`config.mk`:
```
export PLATFORM = sky130hd
export DESIGN_NAME = uart_tx_flat
export DESIGN_NICKNAME = d
export VERILOG_FILES = /design/src/rtl/uart_tx_if.sv /design/src/rtl/uart_tx.sv /design/src/flat_wrapper.sv
export SDC_FILE = /design/constraint.sdc
export NUM_CORES = 1
export LEC_CHECK = 0
export CAP_MARGIN = 20
export CORE_MARGIN = 2
export CORE_UTILIZATION = 51
export CTS_CLUSTER_DIAMETER = 40
export DETAILED_ROUTE_END_ITERATION = 6
export PLACE_DENSITY = 0.77
export SETUP_SLACK_MARGIN = 0.15
export SYNTH_ARGS = -nofsm -noshare
export SYNTH_HDL_FRONTEND = slang
export SYNTH_SLANG_ARGS = --single-unit
```
`constraint.sdc`:
```
create_clock -name clk -period 1.75 [get_ports clk]
set_input_delay 0.175 -clock clk [delete_from_list [all_inputs] [get_ports clk]]
set_output_delay 0.175 -clock clk [all_outputs]
set_load 0.01 [all_outputs]
```
`src/rtl/uart_tx_if.sv`:
```
// Byte write channel into the UART transmitter.
// The master offers data/valid; the transmitter answers with a registered ready.
interface uart_tx_if;
   logic [7:0] uart_wr_data;
   logic       uart_wr_valid;
   logic       uart_wr_ready;

   modport master (
      output uart_wr_data,
      output uart_wr_valid,
      input  uart_wr_ready
   );

   modport slave (
      input  uart_wr_data,
      input  uart_wr_valid,
      output uart_wr_ready
   );
endinterface

```
`src/rtl/uart_tx.sv`:
```
// UART transmitter: one-byte holding register feeding a shift FSM, LSB first,
// frame formats 8N1/8E1/8O1/8N2, all outputs driven from flops.
module uart_tx #(
   parameter int CLK_FREQ  = 100000000,
   parameter int BAUD_RATE = 115200
) (
   input  logic       clk,
   input  logic       rst,
   uart_tx_if.slave   wr,
   input  logic [1:0] uart_mode,
   output logic       uart_txd,
   output logic       tx_busy
);

   localparam int BIT_CYCLES = CLK_FREQ / BAUD_RATE;
   localparam int CNT_W      = (BIT_CYCLES > 1) ? $clog2(BIT_CYCLES) : 1;
   localparam logic [CNT_W-1:0] CNT_LAST = CNT_W'(BIT_CYCLES - 1);

   localparam logic [1:0] MODE_8N1 = 2'b00;
   localparam logic [1:0] MODE_8E1 = 2'b01;
   localparam logic [1:0] MODE_8O1 = 2'b10;
   localparam logic [1:0] MODE_8N2 = 2'b11;

   typedef enum logic [2:0] {
      S_IDLE,
      S_START,
      S_DATA,
      S_PARITY,
      S_STOP
   } state_e;

   state_e           state_q;
   logic [CNT_W-1:0] cnt_q;
   logic [2:0]       idx_q;
   logic             stop2_q;
   logic [7:0]       shift_q;
   logic [1:0]       mode_q;
   logic [7:0]       hold_q;
   logic             hold_full_q;
   logic             ready_q;
   logic             txd_q;
   logic             busy_q;

   logic             xfer;
   logic             bit_end;
   logic             two_stop;
   logic             has_parity;
   logic             frame_end;
   logic             load;
   logic             hold_full_d;
   logic             parity_bit;

   always_comb begin
      xfer        = wr.uart_wr_valid & ready_q;
      bit_end     = (cnt_q == CNT_LAST);
      two_stop    = (mode_q == MODE_8N2);
      has_parity  = (mode_q == MODE_8E1) | (mode_q == MODE_8O1);
      frame_end   = (state_q == S_STOP) & bit_end & (~two_stop | stop2_q);
      // The shifter takes the held byte either from idle or on the very last
      // stop cycle, so consecutive frames abut with no idle bit between them.
      load        = hold_full_q & ((state_q == S_IDLE) | frame_end);
      hold_full_d = (hold_full_q & ~load) | xfer;
      parity_bit  = (^shift_q) ^ (mode_q == MODE_8O1);
   end

   always_ff @(posedge clk) begin
      if (rst) begin
         state_q     <= S_IDLE;
         cnt_q       <= '0;
         idx_q       <= '0;
         stop2_q     <= 1'b0;
         shift_q     <= '0;
         mode_q      <= MODE_8N1;
         hold_q      <= '0;
         hold_full_q <= 1'b0;
         ready_q     <= 1'b0;
         txd_q       <= 1'b1;
         busy_q      <= 1'b0;
      end else begin
         hold_full_q <= hold_full_d;
         ready_q     <= ~hold_full_d;
         if (xfer) hold_q <= wr.uart_wr_data;

         busy_q <= (state_q != S_IDLE) | hold_full_q;

         // Line level follows the state one cycle later so every level,
         // including the first start bit, lasts exactly BIT_CYCLES clocks.
         unique case (state_q)
            S_IDLE:   txd_q <= 1'b1;
            S_START:  txd_q <= 1'b0;
            S_DATA:   txd_q <= shift_q[idx_q];
            S_PARITY: txd_q <= parity_bit;
            S_STOP:   txd_q <= 1'b1;
            default:  txd_q <= 1'b1;
         endcase

         if (state_q == S_IDLE || bit_end) cnt_q <= '0;
         else                              cnt_q <= cnt_q + CNT_W'(1);

         unique case (state_q)
            S_IDLE: begin
               if (load) begin
                  state_q <= S_START;
                  shift_q <= hold_q;
                  mode_q  <= uart_mode;
               end
            end
            S_START: begin
               if (bit_end) begin
                  state_q <= S_DATA;
                  idx_q   <= '0;
               end
            end
            S_DATA: begin
               if (bit_end) begin
                  if (idx_q == 3'd7) begin
                     state_q <= has_parity ? S_PARITY : S_STOP;
                     stop2_q <= 1'b0;
                  end else begin
                     idx_q <= idx_q + 3'd1;
                  end
               end
            end
            S_PARITY: begin
               if (bit_end) begin
                  state_q <= S_STOP;
                  stop2_q <= 1'b0;
               end
            end
            S_STOP: begin
               if (bit_end) begin
                  if (two_stop && !stop2_q) begin
                     stop2_q <= 1'b1;
                  end else if (load) begin
                     state_q <= S_START;
                     shift_q <= hold_q;
                     mode_q  <= uart_mode;
                  end else begin
                     state_q <= S_IDLE;
                  end
               end
            end
            default: state_q <= S_IDLE;
         endcase
      end
   end

   assign wr.uart_wr_ready = ready_q;
   assign uart_txd         = txd_q;
   assign tx_busy          = busy_q;

endmodule

```
`src/flat_wrapper.sv`:
```
// flat-port wrapper written by rule: the top's interface ports become plain ports
module uart_tx_flat 
#(
   parameter int CLK_FREQ  = 100000000,
   parameter int BAUD_RATE = 115200
)
  (clk, rst, uart_mode, uart_txd, tx_busy, wr_uart_wr_data, wr_uart_wr_valid, wr_uart_wr_ready);
  uart_tx_if wr_i ();
  input  logic clk;
  input  logic rst;
  input  logic [1:0] uart_mode;
  output logic uart_txd;
  output logic tx_busy;
  input wire logic [$bits(wr_i.uart_wr_data)-1:0] wr_uart_wr_data;
  input wire logic [$bits(wr_i.uart_wr_valid)-1:0] wr_uart_wr_valid;
  output wire logic [$bits(wr_i.uart_wr_ready)-1:0] wr_uart_wr_ready;
  assign wr_i.uart_wr_data = wr_uart_wr_data;
  assign wr_i.uart_wr_valid = wr_uart_wr_valid;
  assign wr_uart_wr_ready = wr_i.uart_wr_ready;
  uart_tx #(.CLK_FREQ(CLK_FREQ), .BAUD_RATE(BAUD_RATE)) u_core (.clk(clk), .rst(rst), .wr(wr_i), .uart_mode(uart_mode), .uart_txd(uart_txd), .tx_busy(tx_busy));
endmodule
```
After elaboration in Yosys (flattened, before gate mapping):

Cells that the tools add are included.

* flip-flop bits (word level): 39
* input bits: 13
* output and inout bits: 3
* logic and storage cells: 91

* reductions and logical operators: 14
* magnitude comparators: 1
* bitwise gates (word level): 14
* multiplexer cells: 31
* eq/ne operators: 18
* add/sub/neg operators: 2

Operators by type and width (count)
* $mux W3: 11
* $mux W8: 3
* $pmux W8 S2: 1
* $pmux W3 S5: 1
* $ne A2 B1 Y1 const B: 6
* $add A10 B1 Y10 const B: 1
* $eq A10 B10 Y1 const B: 1
* $reduce_xor A8 Y1: 1
* $mux W1: 7
* $reduce_and A7 Y1: 1
* $eq A3 B2 Y1 const B: 2
* $eq A3 B3 Y1 const B: 2
* $mux W2: 3
* $ne A2 B2 Y1 const B: 3
* $pmux W1 S3: 2
* $pmux W3 S2: 1
* $reduce_and A6 Y1: 1
* $reduce_bool A3 Y1: 2
* $and A1 B1 Y1: 5
* $or A1 B1 Y1: 5
* $eq A2 B2 Y1 const B: 2
* $lt A3 B4 Y1 const B: 1
* $pmux W2 S2: 1
* $reduce_and A4 Y1: 1
* 13 further kinds: 16

Longest topological paths before layout:

* depth after elaboration: 10
* mapped depth: 7
* gate-level depth less buffers: 7

Worst setup path after synthesis:

OpenSTA, ideal clock, no wires.

* kind: register to register
* start: reg u_core.idx_q[0]
* end: reg u_core.idx_q[1]
* buffers on the path: 0
* data required time: 1.680 ns
* slack: -0.095 ns
* library setup time: 0.070 ns
* cell stages (with the launch flop): 8
* period minus slack after synthesis: 1.845 ns
* arrival: 1.774 ns
* cell sequence: dfxtp_1 ha_1 ha_1 nor2_1 mux2i_1 or3_4 or4_1 a21oi_1

* longest elaborated chain between the ends: 4
* elaborated cells between the ends (all ways): 7
* classes of those cells: 1 x add/sub; 2 x eq/ne; 3 x mux; 1 x reduce/logical

Ends and longest elaborated chain
* from (decl): line uart_tx.sv:34 `logic [2:0] idx_q;`
* from (signal assigned): line uart_tx.sv:120 `idx_q <= idx_q + 3'd1;`
* $add A3 B1 Y3: line uart_tx.sv:120
* $mux W3: line uart_tx.sv:116 `if (idx_q == 3'd7) begin`
* $mux W3: line uart_tx.sv:115 `if (bit_end) begin`
* $pmux W3 S2: line uart_tx.sv:100 `unique case (state_q)`

Parallel ways exist; a longest one is shown, timed or not. The select of a mux whose other input is x is not followed.
A chain may end at the register's enable or synchronous reset.

Worst setup path in the final report:

* start: reg u_core.idx_q[0]
* end: reg u_core.idx_q[2]

Same word-level chain as after synthesis.

==> flow_metrics.py <==
metrics = {
    "detailed_routing": {
        "vias": 1513,
        "drtIter0Drc": 75,
        "avgRoutedWirePerCell_um": 11.7,
        "ant_nets": 0,
        "vias_per_cell": 5.25,
        "firstDrtPassIters": 4,
        "routed_wl_um": 3370,
        "drc": 0,
    },
    "synth": {
        "synth.area.top_cells": "dfxtp_1 (42%), nand2_1 (8.4%), mux2i_1 (8.2%)",
        "synth-seq-cells": 39,
        "avgSynthCellArea_sq_um": 8.71,
        "synth-seq-area-share_pct": 42.5,
        "synth_nets": 229,
        "syn_inst": 211,
        "synth_top_cell_by_area": "dfxtp_1",
        "ys_types": 35,
        "netlist_area_sq_um": 1840,
        "ys_warn_count": 0,
        "synth_top_cell_area_share_pct": 42.5,
    },
    "finish": {
        "nets": 259,
        "regArea_sq_um": 790,
        "final_cell_mix": "nand2_1 (41), dfxtp_1 (34), nor2_1 (17)",
        "antenna_cells": 0,
        "layout_commonest_cell": "nand2_1",
        "multi_input_area_sq_um": 1060,
        "area_growth_syn_to_layout_pct": 25.6,
        "layout-drive-gt1-share_pct": 22.7,
        "fill_cells": 272,
    },
    "clock_tree": {
        "cts_buffers": 5,
        "cts-root-buf": "clkbuf_4",
        "clkSinkCount": 39,
        "cts.path.max_buffers": 2,
        "path_clk_slew_ns": 0.12,
        "ctsHtreeMaxLevel": 2,
        "clk_latency_ns": 0.35,
        "ctsHoldBuffers": 0,
        "cts_tree": "done",
    },
    "sta": {
        "setup_slack_ns": -0.0688,
        "worst_pin_slew_ns": 0.355,
        "max_freq_ghz": 0.550,
        "fin_hold_ws_ns": 0.355,
        "slew_headroom_pct": 76.1,
        "final_hold_viol_count": 0,
        "finalCriticalPeriod_ns": 1.82,
        "rsz0062_at_grt": "true",
        "skew_ns": 0.0116,
        "period_share_pct": 104,
        "setup_viol": 3,
        "slew_violations": 0,
    },
    "pwr": {
        "combPwrFrac_pct": 30.7,
        "vdd_ir_drop_max_uv": 683,
        "p_seq_share_pct": 48.3,
        "p_clk_share_pct": 21.0,
        "finalPower_mw": 2.11,
        "switchingPower_mw": 0.673,
        "p_sw_share_pct": 31.9,
        "internal_power_mw": 1.44,
        "p_leak_nw": 0.791,
        "p_per_area_nw_per_um2": 916,
    },
    "setup_path": {
        "path_class": "reg -> reg",
        "max_stage_delay_ns": 0.42,
        "cp.buffers_inverters": 0,
        "cp_slowest_cell": "or4_4",
        "crit_chain": "ha_4, ha_4, nor2_4, mux2i_1, or3_4, or4_4, a21oi_2",
        "critPathMaxFanout": 4,
        "start_kind": "flip-flop",
        "end_kind": "flip-flop",
        "required_ns": 2.03,
        "cp.arrival_ns": 2.10,
        "crit_top_cell": "ha_4",
        "critical_path.top_delay_family": "simple AND/OR/NAND/NOR gates",
    },
    "global_routing": {
        "grt_usage_pct": 18.3,
        "grt_pass1_vias": 1416,
        "grt_max_degree": 23,
        "overflow": 0,
        "grt_pass1_wl_um": 5890,
        "antenna_found_initial": 0,
    },
    "floorplan": {
        "fp.dieW_um": 64.0,
        "floorplan.initialDensity_pct": 54.2,
        "pin_count": 16,
        "core_area_sq_um": 3390,
        "rows": 21,
        "dieArea_sq_um": 4100,
        "fp.dieH_um": 64.0,
    },
    "placed_design": {
        "routabilityCongestion": 0.852,
        "port_buffers": 15,
        "place_ws_ns": -0.108,
        "place_hpwl_um": 2470,
    },
    "run_status": {
        "violations": "setup timing",
        "status": "finished, violations left",
    },
    "job": {
        "maxCapViolCount": 0,
    },
    "hold_path": {
        "hold_path.class": "in -> reg",
    },
}
-- synth_stat cells (all sizes together) --
library cell,n
mux4,2
a32o,1
clkbuf,9
xnor2,13
nand4,2
nand3,4
o31ai,2
buf,1
and4,2
nor4b,1
a21oi,14
and2,2
o21ai,2
xor2,4
a41oi,1
nor4,2
a211oi,2
nand2b,2
dfxtp,39
a221oi,1
o21a,1
inv,10
ha,5
or4,3
and3,1
nor2,23
or3,2
nor3,4
mux2i,15
nand2,41
-- worst min-delay path: cells and delay by family --
family / cells / cell delay [ns]
buf+inv: 1 / 0.39
simple gates: 1 / 0.05
compound gates: 1 / 0.05
-- layout make-up --
type / instances / share of cell area (%)
multi-input cells: 153 / 46.1
flip-flops and latches: 39 / 34.2
repair buffers: 32 / 13.1
well taps: 46 / 2.49
clock buffers: 5 / 1.63
inverters: 10 / 1.63
clock inverters: 3 / 0.813
-- per-layer routing --
metal  part of all wire [%]  global-route usage, %  vias up
li1                       -                      -      775
met1                     48                   22.7      700
met3                    4.2                   4.75        7
met5                      0                      0        -
met2                     46                   30.5       31
met4                    2.1                   6.52        0
-- power by group through the flow --
stage | Sequential [mW] | Clock (mW) | Combinational (mW)
6_report | 1.02 | 0.445 | 0.648
5_1_grt | 1.03 | 0.489 | 0.715
4_1_cts | 1.02 | 0.462 | 0.589
3_5_place_dp | 1.03 | 0 | 0.572
3_3_place_gp | 1.03 | 0 | 0.562
2_1_floorplan | 1.02 | 0 | 0.374
-- state kept, by name, indices dropped and copies added, names as in the netlist --
register and cells:
u_core.cnt_q 10, u_core.state_q 3, u_core.wr.uart_wr_ready 1, u_core.tx_busy 1, u_core.uart_txd 1, u_core.idx_q 3
u_core.shift_q 8, u_core.stop2_q 1, u_core.mode_q 2, u_core.hold_full_q 1, u_core.hold_q 8
-- worst paths after layout --
path	start	end	slack (ns)	depth (start not counted)
setup / recovery	u_core.idx_q[0]	u_core.idx_q[2]	-0.07	7
setup reg to reg	u_core.idx_q[0]	u_core.idx_q[2]	-0.07	7
hold reg to reg	u_core.cnt_q[0]	u_core.cnt_q[0]	0.42	1
hold / removal	wr_uart_wr_data[4]	u_core.hold_q[4]	0.36	3
-- logic make-up (layout without fill, tap and decap cells) --
kind of cell | after synthesis | count (layout) | share of synthesized area (%)
AOI/OAI and AO/OA | 24 | 24 | 8.24
xor gates and xnor gates | 17 | 17 | 8.10
adders and majority gates | 5 | 5 | 3.40
buffers and inverters | 20 | 50 | 4.70
DFF | 39 | 39 | 42.5
muxes | 17 | 17 | 10.6
and+or+nand+nor | 89 | 90 | 22.5
-- stage by stage --
step,instance area [sq um],TNS (ns),cells,util [%]
5_1_grt,2310,-0.421,288,68.1
4_1_cts,2240,-0.198,285,66.0
2_1_floorplan,1870,-0.115,211,-
6_report,2310,-0.182,288,68.1
3_3_place_gp,2170,-0.158,277,63.9
3_5_place_dp,2170,-0.281,277,63.9
-- repair_timing --
action | 4_1_cts | 5_1_grt
pin swaps | 3 | 2
cloned | 0 | 1
setup endpoints to repair | 25 | 20
buffers inserted | 0 | 2
resized for setup | 6 | 16
(Power assumes the default switching activity.)
